$ cat src/rtl/addressing_write_scheduler_pkg.sv
// Shared constants and the deferred-entry record for the addressing write scheduler.
package addressing_write_scheduler_pkg;

    localparam int THREAD_COUNT       = 8;
    localparam int THREAD_COUNT_WIDTH = 3;
    localparam int MEM_COUNT          = 5;
    localparam int ADDR_WIDTH         = 10;
    localparam int WORD_WIDTH         = 36;
    localparam int DROP_COUNT_WIDTH   = 16;

    // Bit positions of each addressing memory in the wren vectors.
    localparam int MEM_BBC = 0;
    localparam int MEM_CTL = 1;
    localparam int MEM_DO  = 2;
    localparam int MEM_PO  = 3;
    localparam int MEM_INC = 4;

    // One local write that lost to the ALU and waits for its thread's next slot.
    typedef struct packed {
        logic                          valid;
        logic [THREAD_COUNT_WIDTH-1:0] thread;
        logic [MEM_COUNT-1:0]          mask;
        logic [ADDR_WIDTH-1:0]         addr;
        logic [WORD_WIDTH-1:0]         data;
    } deferred_entry_t;

endpackage

$ cat src/rtl/addressing_write_scheduler_if.sv
// Write bus between the write sources (local + synced ALU) and the memory write ports.
// Writes are fire-and-forget: a set wren bit is a write that cycle, there is no back-pressure.
interface addressing_write_scheduler_if;
    import addressing_write_scheduler_pkg::*;

    logic [MEM_COUNT-1:0]            local_wren;
    logic [ADDR_WIDTH-1:0]           local_addr;
    logic [WORD_WIDTH-1:0]           local_data;
    logic [MEM_COUNT-1:0]            alu_wren;
    logic [ADDR_WIDTH-1:0]           alu_addr;
    logic [WORD_WIDTH-1:0]           alu_data;
    logic [MEM_COUNT-1:0]            mem_wren;
    logic [MEM_COUNT*ADDR_WIDTH-1:0] mem_addr;
    logic [MEM_COUNT*WORD_WIDTH-1:0] mem_data;

    // Source side: issues requests, observes the memory write ports.
    modport master (
        output local_wren, local_addr, local_data,
        output alu_wren, alu_addr, alu_data,
        input  mem_wren, mem_addr, mem_data
    );

    // Scheduler side.
    modport slave (
        input  local_wren, local_addr, local_data,
        input  alu_wren, alu_addr, alu_data,
        output mem_wren, mem_addr, mem_data
    );

endinterface

$ cat src/rtl/addressing_write_scheduler_thread_slot_counter.sv
// Free-running modulo-COUNT thread slot counter with synchronous reset.
module addressing_write_scheduler_thread_slot_counter #(
    parameter int COUNT = 8,
    parameter int WIDTH = 3
) (
    input  logic             clock,
    input  logic             reset,
    output logic [WIDTH-1:0] count
);

    logic [WIDTH-1:0] count_q;
    logic [WIDTH-1:0] count_d;

    // Advance one slot per cycle, wrapping at COUNT-1.
    always_comb begin
        count_d = count_q + WIDTH'(1);
        if (count_q == WIDTH'(COUNT - 1)) begin
            count_d = '0;
        end
    end

    // Slot register.
    always_ff @(posedge clock) begin
        if (reset) begin
            count_q <= '0;
        end else begin
            count_q <= count_d;
        end
    end

    assign count = count_q;

endmodule

$ cat src/rtl/addressing_write_scheduler.sv
// Arbitrates writes into the five addressing memories between local and synced ALU
// writes. ALU always wins a conflict; the losing local write is parked in a single
// deferred entry and replayed in the owning thread's next slot unless superseded.
module addressing_write_scheduler
    import addressing_write_scheduler_pkg::*;
(
    input  logic                          clock,
    input  logic                          reset,
    addressing_write_scheduler_if.slave   bus,
    output logic [THREAD_COUNT_WIDTH-1:0] current_thread,
    output logic                          deferred_pending,
    output logic                          drop_pulse,
    output logic [DROP_COUNT_WIDTH-1:0]   drop_count
);

    deferred_entry_t                 deferred_q, deferred_d;
    logic [MEM_COUNT-1:0]            mem_wren_q, mem_wren_d;
    logic [MEM_COUNT*ADDR_WIDTH-1:0] mem_addr_q, mem_addr_d;
    logic [MEM_COUNT*WORD_WIDTH-1:0] mem_data_q, mem_data_d;
    logic                            drop_pulse_q, drop_pulse_d;
    logic [DROP_COUNT_WIDTH-1:0]     drop_count_q, drop_count_d;

    logic                 replay;
    logic                 can_capture;
    logic                 capture;
    logic                 drop;
    logic [MEM_COUNT-1:0] conflict;
    logic [MEM_COUNT-1:0] replay_issue;

    addressing_write_scheduler_thread_slot_counter #(
        .COUNT (THREAD_COUNT),
        .WIDTH (THREAD_COUNT_WIDTH)
    ) u_slot_counter (
        .clock (clock),
        .reset (reset),
        .count (current_thread)
    );

    // Conflict detection and replay qualification for this slot.
    always_comb begin
        replay       = deferred_q.valid && (deferred_q.thread == current_thread);
        conflict     = bus.local_wren & bus.alu_wren;
        // A replaying entry is vacated this cycle, so it can take a new capture.
        can_capture  = !deferred_q.valid || replay;
        capture      = (|conflict) && can_capture;
        drop         = (|conflict) && !can_capture;
        // Any newer write to the same memory this cycle, ALU or local, supersedes the replay.
        replay_issue = '0;
        if (replay) begin
            replay_issue = deferred_q.mask & ~bus.alu_wren & ~bus.local_wren;
        end
    end

    // Per-memory source select: ALU, then replay, then local; idle memories hold addr/data.
    always_comb begin
        mem_wren_d = '0;
        mem_addr_d = mem_addr_q;
        mem_data_d = mem_data_q;
        for (int m = 0; m < MEM_COUNT; m++) begin
            if (bus.alu_wren[m]) begin
                mem_wren_d[m]                         = 1'b1;
                mem_addr_d[m*ADDR_WIDTH +: ADDR_WIDTH] = bus.alu_addr;
                mem_data_d[m*WORD_WIDTH +: WORD_WIDTH] = bus.alu_data;
            end else if (replay_issue[m]) begin
                mem_wren_d[m]                         = 1'b1;
                mem_addr_d[m*ADDR_WIDTH +: ADDR_WIDTH] = deferred_q.addr;
                mem_data_d[m*WORD_WIDTH +: WORD_WIDTH] = deferred_q.data;
            end else if (bus.local_wren[m]) begin
                mem_wren_d[m]                         = 1'b1;
                mem_addr_d[m*ADDR_WIDTH +: ADDR_WIDTH] = bus.local_addr;
                mem_data_d[m*WORD_WIDTH +: WORD_WIDTH] = bus.local_data;
            end
        end
    end

    // Deferred entry update: capture wins over the end-of-replay clear.
    always_comb begin
        deferred_d = deferred_q;
        if (capture) begin
            deferred_d.valid  = 1'b1;
            deferred_d.thread = current_thread;
            deferred_d.mask   = conflict;
            deferred_d.addr   = bus.local_addr;
            deferred_d.data   = bus.local_data;
        end else if (replay) begin
            deferred_d = '0;
        end
    end

    // Overflow accounting: one pulse per discarding cycle, saturating counter.
    always_comb begin
        drop_pulse_d = drop;
        drop_count_d = drop_count_q;
        if (drop && (drop_count_q != {DROP_COUNT_WIDTH{1'b1}})) begin
            drop_count_d = drop_count_q + DROP_COUNT_WIDTH'(1);
        end
    end

    // State and output registers.
    always_ff @(posedge clock) begin
        if (reset) begin
            deferred_q   <= '0;
            mem_wren_q   <= '0;
            mem_addr_q   <= '0;
            mem_data_q   <= '0;
            drop_pulse_q <= 1'b0;
            drop_count_q <= '0;
        end else begin
            deferred_q   <= deferred_d;
            mem_wren_q   <= mem_wren_d;
            mem_addr_q   <= mem_addr_d;
            mem_data_q   <= mem_data_d;
            drop_pulse_q <= drop_pulse_d;
            drop_count_q <= drop_count_d;
        end
    end

    assign bus.mem_wren      = mem_wren_q;
    assign bus.mem_addr      = mem_addr_q;
    assign bus.mem_data      = mem_data_q;
    assign deferred_pending  = deferred_q.valid;
    assign drop_pulse        = drop_pulse_q;
    assign drop_count        = drop_count_q;

endmodule

$ cat src/flat_wrapper.sv
// flat-port wrapper written by rule: the top's interface ports become plain ports
module addressing_write_scheduler_flat import addressing_write_scheduler_pkg::*;
  (clock, reset, current_thread, deferred_pending, drop_pulse, drop_count, bus_local_wren, bus_local_addr, bus_local_data, bus_alu_wren, bus_alu_addr, bus_alu_data, bus_mem_wren, bus_mem_addr, bus_mem_data);
  addressing_write_scheduler_if bus_i ();
  input  logic clock;
  input  logic reset;
  output logic [THREAD_COUNT_WIDTH-1:0] current_thread;
  output logic deferred_pending;
  output logic drop_pulse;
  output logic [DROP_COUNT_WIDTH-1:0] drop_count;
  input wire logic [$bits(bus_i.local_wren)-1:0] bus_local_wren;
  input wire logic [$bits(bus_i.local_addr)-1:0] bus_local_addr;
  input wire logic [$bits(bus_i.local_data)-1:0] bus_local_data;
  input wire logic [$bits(bus_i.alu_wren)-1:0] bus_alu_wren;
  input wire logic [$bits(bus_i.alu_addr)-1:0] bus_alu_addr;
  input wire logic [$bits(bus_i.alu_data)-1:0] bus_alu_data;
  output wire logic [$bits(bus_i.mem_wren)-1:0] bus_mem_wren;
  output wire logic [$bits(bus_i.mem_addr)-1:0] bus_mem_addr;
  output wire logic [$bits(bus_i.mem_data)-1:0] bus_mem_data;
  assign bus_i.local_wren = bus_local_wren;
  assign bus_i.local_addr = bus_local_addr;
  assign bus_i.local_data = bus_local_data;
  assign bus_i.alu_wren = bus_alu_wren;
  assign bus_i.alu_addr = bus_alu_addr;
  assign bus_i.alu_data = bus_alu_data;
  assign bus_mem_wren = bus_i.mem_wren;
  assign bus_mem_addr = bus_i.mem_addr;
  assign bus_mem_data = bus_i.mem_data;
  addressing_write_scheduler u_core (.clock(clock), .reset(reset), .bus(bus_i), .current_thread(current_thread), .deferred_pending(deferred_pending), .drop_pulse(drop_pulse), .drop_count(drop_count));
endmodule
$ cat config.mk
export PLATFORM = sky130hd
export DESIGN_NAME = addressing_write_scheduler_flat
export DESIGN_NICKNAME = d
export VERILOG_FILES = /design/src/rtl/addressing_write_scheduler_pkg.sv /design/src/rtl/addressing_write_scheduler_if.sv /design/src/rtl/addressing_write_scheduler_thread_slot_counter.sv /design/src/rtl/addressing_write_scheduler.sv /design/src/flat_wrapper.sv
export SDC_FILE = /design/constraint.sdc
export NUM_CORES = 1
export LEC_CHECK = 0
export CAP_MARGIN = 10
export CORE_UTILIZATION = 46
export DETAILED_ROUTE_END_ITERATION = 6
export PLACE_DENSITY_LB_ADDON = 0.12
export SYNTH_ARGS = -nofsm -noshare
export SYNTH_HDL_FRONTEND = slang
export SYNTH_HIERARCHICAL = 1
export SYNTH_SLANG_ARGS = --single-unit
export TNS_END_PERCENT = 1
$ cat constraint.sdc
create_clock -name clock -period 2.2 [get_ports clock]
set_input_delay 0.33 -clock clock [delete_from_list [all_inputs] [get_ports clock]]
set_output_delay 0.33 -clock clock [all_outputs]
set_load 0.05 [all_outputs]
==> summary.txt <==
Timing
  – Final Skew: 19.9 ps
  – Period utilization: 1.01
  – Fin worst setup slack: -15.3 ps
  – Setup violators final: 3
  – F_max: 451 MHz
  – Slew of the pin with the lowest slew margin: 735 ps
  – Unrepaired setup endpoints after global routing: yes
  – Fin crit period: 2220 ps
  – Final Hold Viols: 0
  – Slew margin rel.: 0.510
  – Max-slew violations: 0

Route
  – DR WL/cell: 22.5 um
  – Drt initial violations: 1366
  – Post-route ant nets: 0
  – DRC: 0
  – WL final: 56.5 mm
  – TritonRoute pass-1 iters: 5
  – DR vias: 15200
  – Drt via density: 6.04

Global route
  – First-pass GRT wire length: 85.2 mm
  – Vias in the first global route: 14500
  – Largest net degree at the start of global routing: 61
  – Initial antenna violation count: 3
  – Grt ovf: 0
  – Global Route Usage Sum: 0.324

Setup path
  – Worst Path Max Fanout: 21
  – Worst setup EP type: flop
  – CP top delay family: multiplexers
  – Crit path top cell by count: mux2_1
  – Worst path cell trace: nand4bb_1 > nor4_4 > buf_6 > buf_12 > mux2_1 > mux2_1 > a22o_1
  – Crit Path Class: flop to flop
  – Arrival @ worst endpoint: 2610 ps
  – Buffers & Inverters on Critical Path: 2
  – Startpoint types: flop
  – Slowest-stage cell, CP: dfxtp_4
  – CP Data Required Time: 2600 ps
  – Slowest stage delay, CP: 400 ps

Yosys
  – Mapped Cells: 1682
  – Main synth FF type: dfxtp_1
  – Post-synth EDFFs: 0
  – Fraction of registers with async set/reset: 0
  – Synthesized cell area: 0.0152 sq mm
  – Seq/Total Area, Yosys: 0.408
  – Avg Inst Size Synth: 9.05 sq um
  – Yosys warns: 6
  – Post-synthesis register bit count: 310
  – Netlist cell types: 42
  – Net Count, Synth: 1789

Outcome
  – Status: finished with violations
  – Violated checks: setup timing

Clock tree
  – # clock sinks: 310
  – H-tree levels: 2
  – CTS clk-pin slew, worst paths: 60 ps
  – Clk Latency, worst-skew pair: 520 ps
  – TritonCTS buffer count: 36
  – CTS Buffer Depth: 3
  – Hold buffer count at CTS: 0
  – TritonCTS clock tree: done
  – Clock Tree Root: clkbuf_16

Power and ir drop
  – Pwr/cell area: 765 mW/mm^2
  – Total power: 16.4 mW
  – Psw: 5.40 mW
  – Internal: 11.0 mW
  – Combinational group share of total power: 0.265
  – Switching share of total power: 0.330
  – Static Leak: 8.71 nW
  – VDD IR max: 0.640 mV
  – Clock power frac: 0.337
  – Sequential power share: 0.398

Floorplanning
  – DIE AREA: 0.0338 sq mm
  – Total I/O pin count: 360
  – Starting Density: 0.468
  – Site row count: 66
  – Die H: 184 um
  – Chip Width: 184 um
  – CORE AREA: 0.0325 sq mm

Placement
  – Final GP Congestion: 0.881
  – Dpl cell area: 0.0202 sq mm
  – Post-DP HPWL: 38.4 mm
  – Port-buffer cells: 359
  – Place WS: -483 ps

Final layout
  – Layout cells sized above 1: 0.164
  – P&R area growth vs syn: 40.6%
  – Fill cell count: 2684
  – Final Util: 0.658
  – Final instance area: 0.0214 sq mm
  – Nets: 2159

Min path
  – Tightest Hold Check Type: input pin to flop

Job
  – Max cap viols: 0
-- cell families after synthesis --
kind of cell	after synthesis	synth area share
adders and majority gates	3	0.00247
and+or+nand+nor	425	0.146
buffers and inverters	154	0.0415
DFF	310	0.408
muxes	167	0.124
xor gates and xnor gates	7	0.00773
AOI/OAI and AO/OA	616	0.271
-- flip-flops by register name, indices dropped and copies added (netlist names) --
name and count:
u_core/drop_count 16, u_core/deferred_q 54, u_core/u_slot_counter/count 3, u_core/drop_pulse 1, u_core/bus.mem_addr 50, u_core/bus.mem_data 180
u_core/bus.mem_wren 5, u_core/deferred_pending 1
-- worst reg2reg max path, delay by kind of cell, from the launching register on --
kind            cells  cell delay, ps
simple gates        2             470
compound gates      1             210
flops               1             400
mux                 2             640
buf+inv             2             390
-- stage by stage --
step	setup TNS (ps)	cells	hold WS, ps
floorplan	-3150	1682	396
global placement	-27290	2455	463
detailed placement	-30210	2455	462
CTS	-17.6	2515	326
global route	-1710	2518	326
finish	-29.3	2518	327
-- timing repair --
item                                    CTS  global route
pin swaps                                 2             8
buffers inserted                          0             1
endpoints found under the setup margin  182           232
resized for setup                         4            17
-- worst paths after layout --
check,startpoint,to,slack [ps],cells after the start
worst max-delay path,u_core/deferred_pending,u_core/bus.mem_data[148],-20,7
worst max register to register,u_core/deferred_pending,u_core/bus.mem_data[148],-20,7
worst min register to register,u_core/bus.mem_data[128],u_core/bus.mem_data[128],480,1
worst min-delay path,reset,u_core/deferred_q[47],330,2
-- cells in the final DEF (no fill, tap or decap), types with 6 or more instances in the layout --
master | netlist | final
dfxtp_1 | 310 | 298
clkbuf_16 | 0 | 37
clkdlybuf4s50_1 | 0 | 352
clkbuf_1 | 91 | 13
nor2_1 | 63 | 57
o21ai_0 | 9 | 9
a22oi_1 | 51 | 51
a21oi_1 | 309 | 309
buf_4 | 0 | 89
nor2_4 | 0 | 6
a22o_1 | 230 | 230
nor2b_1 | 153 | 148
dfxtp_2 | 0 | 7
mux2_2 | 111 | 111
mux2_4 | 0 | 10
nand3_1 | 9 | 9
or3_1 | 9 | 9
buf_12 | 0 | 39
mux2_1 | 55 | 45
nand2_1 | 157 | 157
-- layer usage --
layer | track usage | up-vias | part of all wire | routed length [um]
met5 | 0 | - | 0 | 0
met4 | 0.132 | 0 | 0.038 | 2170
met3 | 0.0537 | 136 | 0.085 | 4810
met2 | 0.529 | 860 | 0.46 | 26200
met1 | 0.424 | 7327 | 0.41 | 23400
li1 | - | 6878 | - | -
-- layout make-up --
type                    instances  area, sq um  share of cell area
well taps                     442          553              0.0258
multi-input cells            1218         8540               0.399
clock inverters                 7         32.5             0.00152
inverters                       2         7.51            0.000351
clock buffers                  53         1020              0.0475
diodes                          2         5.00            0.000234
repair buffers                484         5010               0.234
flip-flops and latches        310         6230               0.291
-- power by group through the flow --
stage	sequential, mW	combinational [mW]	clock, mW
CTS	6.50	4.29	5.55
floorplan	7.74	1.38	0
global route	6.56	4.55	5.84
finish	6.52	4.34	5.52
global placement	6.61	4.22	0
detailed placement	6.61	4.27	0
-- cell usage after synthesis (all sizes together), types with 7 or more instances --
master / number / area share
a22oi: 51 / 0.025
nand2: 157 / 0.039
a22o: 230 / 0.13
clkbuf: 91 / 0.022
dfxtp: 310 / 0.41
nor2: 63 / 0.016
or3: 9 / 0.0037
mux2: 166 / 0.12
a21oi: 309 / 0.10
o21ai: 9 / 0.0030
nand3: 9 / 0.0030
nand4: 7 / 0.0058
buf: 61 / 0.019
nor2b: 153 / 0.063
No activity file was read; power rests on OpenSTA's default activity.
